--- src/rtl/counter_seq_if.sv ---
// ----------------------------------------------------------------------------
// counter_seq_if
//   Control/status bundle between a sequencer (master) and counter_seq (slave).
//   Signals:
//     enable     master -> slave  count enable; low freezes the counter
//     start_strb master -> slave  one-cycle pulse launching a count sequence
//     cntr       slave  -> master current count (0 when idle), registered
//     strb       slave  -> master one-cycle completion pulse, registered
// ----------------------------------------------------------------------------
interface counter_seq_if #(
   parameter int unsigned dw = 8
);
   logic          enable;
   logic          start_strb;
   logic [dw-1:0] cntr;
   logic          strb;

   modport master (
      output enable,
      output start_strb,
      input  cntr,
      input  strb
   );

   modport slave (
      input  enable,
      input  start_strb,
      output cntr,
      output strb
   );
endinterface : counter_seq_if

--- src/rtl/counter_seq.sv ---
// ----------------------------------------------------------------------------
// counter_seq
//   Single-shot sequence counter. A start pulse while idle launches a count
//   1, 2, ... max; the edge after reaching max returns the count to 0 and
//   raises strb for one cycle. Idle is recognised externally as cntr == 0.
//   Ports:
//     clk    rising-edge clock
//     reset  asynchronous active-low reset, clears all state
//     bus    counter_seq_if.slave (enable, start_strb in; cntr, strb out)
//   Parameters:
//     dw     counter width in bits (>= 2)
//     max    terminal count, must fit in dw bits; 0 gives an immediate strb
// ----------------------------------------------------------------------------
module counter_seq #(
   parameter int unsigned   dw  = 8,
   parameter logic [dw-1:0] max = 8'h2F
) (
   input  logic                clk,
   input  logic                reset,
   counter_seq_if.slave        bus
);

   localparam logic [dw-1:0] ZERO_C = {dw{1'b0}};
   localparam logic [dw-1:0] ONE_C  = {{(dw-1){1'b0}}, 1'b1};

   typedef enum logic {
      ST_IDLE = 1'b0,
      ST_RUN  = 1'b1
   } state_e;

   state_e        state_q, state_d;
   logic [dw-1:0] cntr_q,  cntr_d;
   logic          strb_q,  strb_d;

   // Next-state logic: strb is a pulse, so it defaults low every cycle.
   always_comb begin
      state_d = state_q;
      cntr_d  = cntr_q;
      strb_d  = 1'b0;
      if (bus.enable) begin
         case (state_q)
            ST_IDLE: begin
               if (bus.start_strb) begin
                  if (max == ZERO_C) begin
                     // Zero-length sequence: complete at once, stay idle.
                     strb_d = 1'b1;
                     cntr_d = ZERO_C;
                  end else begin
                     state_d = ST_RUN;
                     cntr_d  = ONE_C;
                  end
               end else begin
                  cntr_d = ZERO_C;
               end
            end
            ST_RUN: begin
               // start_strb is deliberately not examined here: retriggers
               // and a start coincident with the terminal edge are dropped.
               if (cntr_q == max) begin
                  strb_d  = 1'b1;
                  cntr_d  = ZERO_C;
                  state_d = ST_IDLE;
               end else begin
                  cntr_d = cntr_q + ONE_C;
               end
            end
            default: begin
               state_d = ST_IDLE;
               cntr_d  = ZERO_C;
            end
         endcase
      end else begin
         // Frozen: hold count and state, start pulses are not remembered.
         state_d = state_q;
         cntr_d  = cntr_q;
      end
   end

   // State registers with asynchronous clear; an aborted sequence never strobes.
   always_ff @(posedge clk or negedge reset) begin
      if (!reset) begin
         state_q <= ST_IDLE;
         cntr_q  <= ZERO_C;
         strb_q  <= 1'b0;
      end else begin
         state_q <= state_d;
         cntr_q  <= cntr_d;
         strb_q  <= strb_d;
      end
   end

   assign bus.cntr = cntr_q;
   assign bus.strb = strb_q;

endmodule : counter_seq

--- src/flat_wrapper.sv ---
// flat-port wrapper written by rule: the top's interface ports become plain ports
module counter_seq_flat 
#(
   parameter int unsigned   dw  = 8,
   parameter logic [dw-1:0] max = 8'h2F
)
  (clk, reset, bus_enable, bus_start_strb, bus_cntr, bus_strb);
  counter_seq_if #(.dw(dw)) bus_i ();
  input  logic clk;
  input  logic reset;
  input wire logic [$bits(bus_i.enable)-1:0] bus_enable;
  input wire logic [$bits(bus_i.start_strb)-1:0] bus_start_strb;
  output wire logic [$bits(bus_i.cntr)-1:0] bus_cntr;
  output wire logic [$bits(bus_i.strb)-1:0] bus_strb;
  assign bus_i.enable = bus_enable;
  assign bus_i.start_strb = bus_start_strb;
  assign bus_cntr = bus_i.cntr;
  assign bus_strb = bus_i.strb;
  counter_seq #(.dw(dw), .max(max)) u_core (.clk(clk), .reset(reset), .bus(bus_i));
endmodule
--- config.mk ---
export PLATFORM = sky130hd
export DESIGN_NAME = counter_seq_flat
export DESIGN_NICKNAME = d
export VERILOG_FILES = /design/src/rtl/counter_seq_if.sv /design/src/rtl/counter_seq.sv /design/src/flat_wrapper.sv
export SDC_FILE = /design/constraint.sdc
export NUM_CORES = 1
export LEC_CHECK = 0
export BUFFER_PORTS_ARGS = -buffer_cell sky130_fd_sc_hd__clkbuf_2
export CAP_MARGIN = 20
export CORE_MARGIN = 2
export CORE_UTILIZATION = 34
export CTS_CLUSTER_SIZE = 28
export DETAILED_ROUTE_END_ITERATION = 10
export HOLD_SLACK_MARGIN = 0.02
export MAX_ROUTING_LAYER = met4
export PLACE_DENSITY = 0.55
export SLEW_MARGIN = 20
export SYNTH_ARGS = -nofsm -noshare
export SYNTH_HDL_FRONTEND = slang
export SYNTH_SLANG_ARGS = --single-unit
--- constraint.sdc ---
create_clock -name clk -period 2.2 [get_ports clk]
set_input_delay 0.44 -clock clk [delete_from_list [all_inputs] [get_ports clk]]
set_output_delay 0.44 -clock clk [all_outputs]
set_load 0.02 [all_outputs]
==> out/metrics.csv, run 1 <==
metric,value,unit
clock-pin slew on the worst setup and hold paths,0.08,ns
post_cts resized,0,
cts bufs inserted,3,
post-route ant nets,0,
initial antenna violation count,0,
"Seq/Total Area, Yosys",0.476,
Mapped Avg Cell Area,10.1,µm²
Psw,303,µW
Ports,13,
most frequent cells in the layout,"clkbuf_2, dfrtp_1, o21ai_0",
CP Launch Type,flip-flop,
Synth area leaders,"dfrtp_1, nand4_2, o21ai_0",
total iterations of the first detailed-routing run,2,
CP Class,flip-flop to flip-flop,
first-pass GRT wire length,1730,µm
peak supply drop,0.518,mV
hold buffers post-CTS,0,
crit end category,flip-flop,
cell taking the most area after synthesis,dfrtp_1,
dpl cell area,593,µm²
core area,1470,µm²
WL final,1060,µm
Final nets,71,
CTS Buffer Depth,2,
initial core utilization,0.357,
Final Hold Viols,0,
part of the power in the clock network,0.235,
Worst Tran Pin Value,0.425,ns
full die area,1880,µm²
vias in the first global route,385,
remaining routing DRC violations,0,
clock root cell,clkbuf_4,
Routed WL per cell,13.1,µm
power density cells,1160,nW/µm²
vias per cell,5.31,
Finished Cell Area,629,µm²
Setup-failing EPs final,0,
CP max stage cell,dfrtp_1,
Chip Width,43.3,µm
Max transition margin,0.713,
Sequential Power Share,0.430,
GRT Total Usage,0.137,
Port Buf Inserts,12,
DR vias,430,
Worst Hold Class,input port to async pin,
combinational power share,0.335,
synth-to-layout area growth,19.8,%
largest net degree at the start of global routing,18,
Yosys Warn Count,0,
max cap viols,0,
RSZ-0062 raised after global routing,false,
Final Cycle Share,0.679,
cells along the critical path,"ha_1, nand4_2, o41ai_2, a22oi_1",
Setup TNS Final,0,ns
RePlAce Congestion,0.727,
max-slew violations,0,
setup bufs post-CTS,0,
Tmin final,1.49,ns
Arrival @ worst endpoint,1.63,ns
syn_nets,57,
f_max,669,MHz
Die Span Y,43.3,µm
Leakage,0.289,nW
peak fanout along the critical path,5,
share of layout cells above drive strength 1,0.292,
#FFs+latches synth,10,
Synth top area share,0.476,
row count,14,
ant diodes,0,
Fin Clk Skew,0.00864,ns
"Clk Latency, worst-skew pair",0.27,ns
status,finished clean,
CP peak stage delay,0.41,ns
Sw Ratio,0.414,
H-Tree Depth,1,
gr ovfl total,0,
dpl hpwl,740,µm
area of the mapped netlist,526,µm²
CTS tree,yes,
Mapped Cells,52,
Synth cell types,27,
CTS sink count,10,
"commonest non-fill, non-tap cell in the layout",clkbuf_2,
Iter 0 DRT Violations,2,
internal cell power,429,µW
worst path required time,2.33,ns
## final timing paths
check	from	endpoint	slack, ns	depth (start not counted)
hold / removal	reset	u_core.bus.strb	0.02	1
hold reg to reg	u_core.bus.cntr[1]	u_core.bus.cntr[1]	0.61	2
setup reg to reg	u_core.bus.cntr[0]	u_core.bus.cntr[5]	0.71	4
min in group clk	bus_start_strb	u_core.bus.cntr[0]	0.45	3
max in group asynchronous	reset	u_core.bus.cntr[2]	1.96	1
setup / recovery	u_core.bus.cntr[0]	u_core.bus.cntr[5]	0.71	4
## flip-flops by register name, summed over array words and instances, names as in the netlist
| signal | cells |
|---|---|
| u_core.bus.cntr | 8 |
| u_core.bus.strb | 1 |
| u_core.state_q | 1 |
## layout make-up
class	instances	area, µm²
well taps	16	20.0
fillers	145	842
clock buffers	4	36.3
flip-flops and latches	10	250
repair buffers	12	60.1
multi-input cells	36	251
inverters	3	11.3
## layer usage
| layer | share of wire | wire, µm | global-route usage |
|---|---|---|---|
| met5 | 0 | 0 | - |
| met4 | 0.017 | 18 | 0.0727 |
| met3 | 0.050 | 53 | 0.0681 |
| met2 | 0.43 | 451 | 0.188 |
| met1 | 0.51 | 535 | 0.162 |
## synthesized netlist by cell type
cell,n
clkbuf_1,2
a21oi_1,3
xnor2_1,1
o2bb2ai_1,1
nor2b_1,1
a31oi_1,2
nand2b_1,2
nand4_1,2
ha_1,1
xor2_1,1
o211ai_1,1
or3_1,2
nor2_1,1
nor4_1,1
inv_1,3
buf_2,1
nand2_1,2
nand4_2,2
dfrtp_1,10
or4_1,1
o41ai_1,1
o21ai_0,4
nand3_1,2
nand3b_1,1
a22oi_1,2
o41ai_2,1
and3_1,1
## power groups by stage
stage | clock (mW) | combinational [mW] | sequential, mW
floorplan | 0 | 0.112 | 0.367
global placement | 0 | 0.252 | 0.317
detailed placement | 0 | 0.248 | 0.319
CTS | 0.177 | 0.250 | 0.315
global route | 0.187 | 0.276 | 0.326
finish | 0.172 | 0.246 | 0.315
## worst max-delay path, delay by kind of cell (launching register included)
| family | cells | cell delay [ns] |
|---|---|---|
| AND/OR/NAND/NOR | 1 | 0.16 |
| flip-flops | 1 | 0.41 |
| AO/OA/AOI/OAI | 2 | 0.55 |
| adder cells (fa/ha/maj) | 1 | 0.24 |
## through the flow
step           setup WS, ns  total power, mW   util  hold slack (ns)  cells
5_1_grt               0.538            0.789  0.428           0.0322     81
3_3_place_gp          0.630            0.569  0.403            0.325     77
6_report              0.706            0.732  0.428           0.0184     81
3_5_place_dp          0.640            0.567  0.403            0.326     77
2_1_floorplan         0.695            0.480      -            0.144     52
4_1_cts               0.679            0.742  0.428           0.0231     81
## cells by family after synthesis
logic type / Yosys count / synth area share
buf+inv: 6 / 0.0452
fa+ha+maj: 1 / 0.0238
compound gates: 15 / 0.198
simple gates: 18 / 0.224
flops: 10 / 0.476
xor+xnor: 2 / 0.0333
Note: power is estimated with default switching activity, not from simulation.
==> run 2, diff against run 1 <==
==> constraint.sdc (replaced) <==
create_clock -name clk -period 1.4 [get_ports clk]
set_input_delay 0.28 -clock clk [delete_from_list [all_inputs] [get_ports clk]]
set_output_delay 0.28 -clock clk [all_outputs]
set_load 0.02 [all_outputs]
==> run 2 against run 1 <==
Effect of this change:
- maximum frequency is 13% higher
- critical path type unchanged
- final area is 16% higher
- clock power is 56% higher
- largest power group is now combinational cells
==> out/metrics.csv, run 2 (synthesis gave the netlist of run 1 again) <==
metric,value,unit,change
Final nets,78,,+9.9%
core area,1470,µm²,unchanged
Port Buf Inserts,12,,unchanged
share of layout cells above drive strength 1,0.403,,+0.110
Chip Width,43.3,µm,unchanged
crit end category,flip-flop,,
dpl cell area,658,µm²,+11%
power density cells,1770,nW/µm²,+52%
dpl hpwl,791,µm,+6.9%
footprint of the multi-input gates,280,µm²,+11%
post-route ant nets,0,,unchanged
Finished Cell Area,728,µm²,+16%
Routed WL per cell,12.9,µm,-1.1%
CTS tree,yes,,
row count,14,,unchanged
placed cells,82,,+6.5%
status,finished clean,,
f_max,759,MHz,+13%
fin util,0.495,,+0.0672
Tmin final,1.32,ns,-0.177 ns
worst r2r src,u_core.bus.cntr[1],,
clock root cell,clkbuf_4,,
cts bufs inserted,3,,unchanged
Psw,527,µW,+74%
CP Launch Type,flip-flop,,
part of the power in the clock network,0.209,,-0.026
initial core utilization,0.357,,unchanged
Die Span Y,43.3,µm,unchanged
max-slew violations,0,,unchanged
Final Hold Viols,0,,unchanged
DP Worst Slack,0.0699,ns,-0.570 ns
vias per cell,5.51,,+3.8%
Worst Hold Class,input port to flip-flop,,
Worst Tran Pin Value,0.317,ns,-0.108 ns
CTS sink count,10,,unchanged
worst path required time,1.61,ns,-0.72 ns
Max transition margin,0.787,,+0.0735
DR vias,485,,+13%
peak fanout along the critical path,5,,unchanged
CP max stage cell,or4_1,,
Sequential Power Share,0.385,,-0.045
clock-pin slew on the worst setup and hold paths,0.07,ns,about the same
Fin Clk Skew,0.00274,ns,-0.00590 ns
CP peak stage delay,0.48,ns,+0.07 ns
number of flip-flops in the largest register,8,,unchanged
Total Power,1.29,mW,+76%
CP Class,flip-flop to flip-flop,,
vias in the first global route,403,,+4.7%
most frequent cells in the layout,"clkbuf_2, dfrtp_1, buf_4",,
Leakage,0.331,nW,+15%
Final Cycle Share,0.941,,+0.262
first-pass GRT wire length,1790,µm,+3.6%
synth-to-layout area growth,38.6,%,
CTS Buffer Depth,2,,unchanged
"CP delay by family, top",simple AND/OR/NAND/NOR gates,,
Ports,13,,unchanged
initial antenna violation count,0,,unchanged
gr ovfl total,0,,unchanged
fill count,153,,+5.5%
full die area,1880,µm²,unchanged
H-Tree Depth,1,,unchanged
max cap viols,0,,unchanged
Setup-failing EPs final,0,,unchanged
Iter 0 DRT Violations,16,,+14
cells along the critical path,"ha_4, nand4_4, or4_1, nand3_1",,
Non-Filler Instances,88,,+8.6%
ant diodes,0,,unchanged
GRT Total Usage,0.140,,+0.00372
remaining routing DRC violations,0,,unchanged
CP startpoint,u_core.bus.cntr[1],,
largest net degree at the start of global routing,17,,-1
Arrival @ worst endpoint,1.53,ns,-0.10 ns
"commonest non-fill, non-tap cell in the layout",clkbuf_2,,
Sequential cell area,253,µm²,+1.0%
combinational power share,0.406,,+0.071
Sw Ratio,0.409,,-0.00578
RePlAce Congestion,0.753,,+3.6%
WP buf/inv,0,,unchanged
internal cell power,762,µW,+78%
"Clk Latency, worst-skew pair",0.27,ns,about the same
origin of the worst min-delay path,bus_start_strb,,
WL final,1140,µm,+7.5%
peak supply drop,0.813,mV,+57%
total iterations of the first detailed-routing run,4,,+2
Setup WS post-layout,0.0824,ns,-0.623 ns
## run 2: cell types whose count changed in the layout (fill, tap and decap cells not counted), sizes merged
cell / before / now
buf: 0 / 6
dlygate4sd3: 0 / 1
## run 2: layer usage
metal / wire length, µm / global-route usage / up-vias
met4: 44 / 0.127 / 0
met1: 556 / 0.194 / 223
met5: 0 / - / -
met2: 476 / 0.164 / 16
li1: - / - / 241
met3: 61 / 0.0298 / 5
## run 2: power groups by stage
stage / logic (mW) / registers, mW / clock network, mW
after floorplan: 0.187 / 0.589 / 0
after global placement: 0.491 / 0.482 / 0
after detailed placement: 0.492 / 0.485 / 0
after CTS: 0.496 / 0.479 / 0.274
after global routing: 0.573 / 0.507 / 0.284
final: 0.523 / 0.496 / 0.269
## run 2: worst min-delay path: cells and delay by family
kind                   cells  cell delay [ns]
AOI/OAI and AO/OA          1             0.10
buffers and inverters      1             0.09
and+or+nand+nor            1             0.06
## run 2: final cells by class
class | instances | share of cell area
Timing Repair Buffer | 19 | 0.175
Tap cell | 16 | 0.0275
Sequential cell | 10 | 0.347
Inverter | 3 | 0.0155
Multi-Input combinational cell | 36 | 0.385
Clock buffer | 4 | 0.0498
## run 2: final timing paths
check / endpoint / slack (ns) / depth (start not counted)
max: u_core.bus.cntr[6] / 0.08 / 4
min reg2reg: u_core.bus.cntr[1] / 0.62 / 2
min in group asynchronous: u_core.state_q / 0.41 / 2
min: u_core.bus.cntr[0] / 0.29 / 3
max in group asynchronous: u_core.bus.cntr[0] / 0.77 / 2
max reg2reg: u_core.bus.cntr[6] / 0.08 / 4
## run 2: repair_timing
item                                    in CTS  in global routing
gates resized for setup                      0                  2
setup buffers                                0                  1
endpoints found under the hold margin       10                  0
hold buffers                                 1                  0
endpoints found under the setup margin       0                  2
## run 2: per-stage QoR
stage,hold WS (ns),setup TNS (ns)
2_1_floorplan,-0.0156,0
3_3_place_gp,0.165,0
3_5_place_dp,0.163,0
4_1_cts,0.285,0
5_1_grt,0.317,-0.00737
6_report,0.293,0
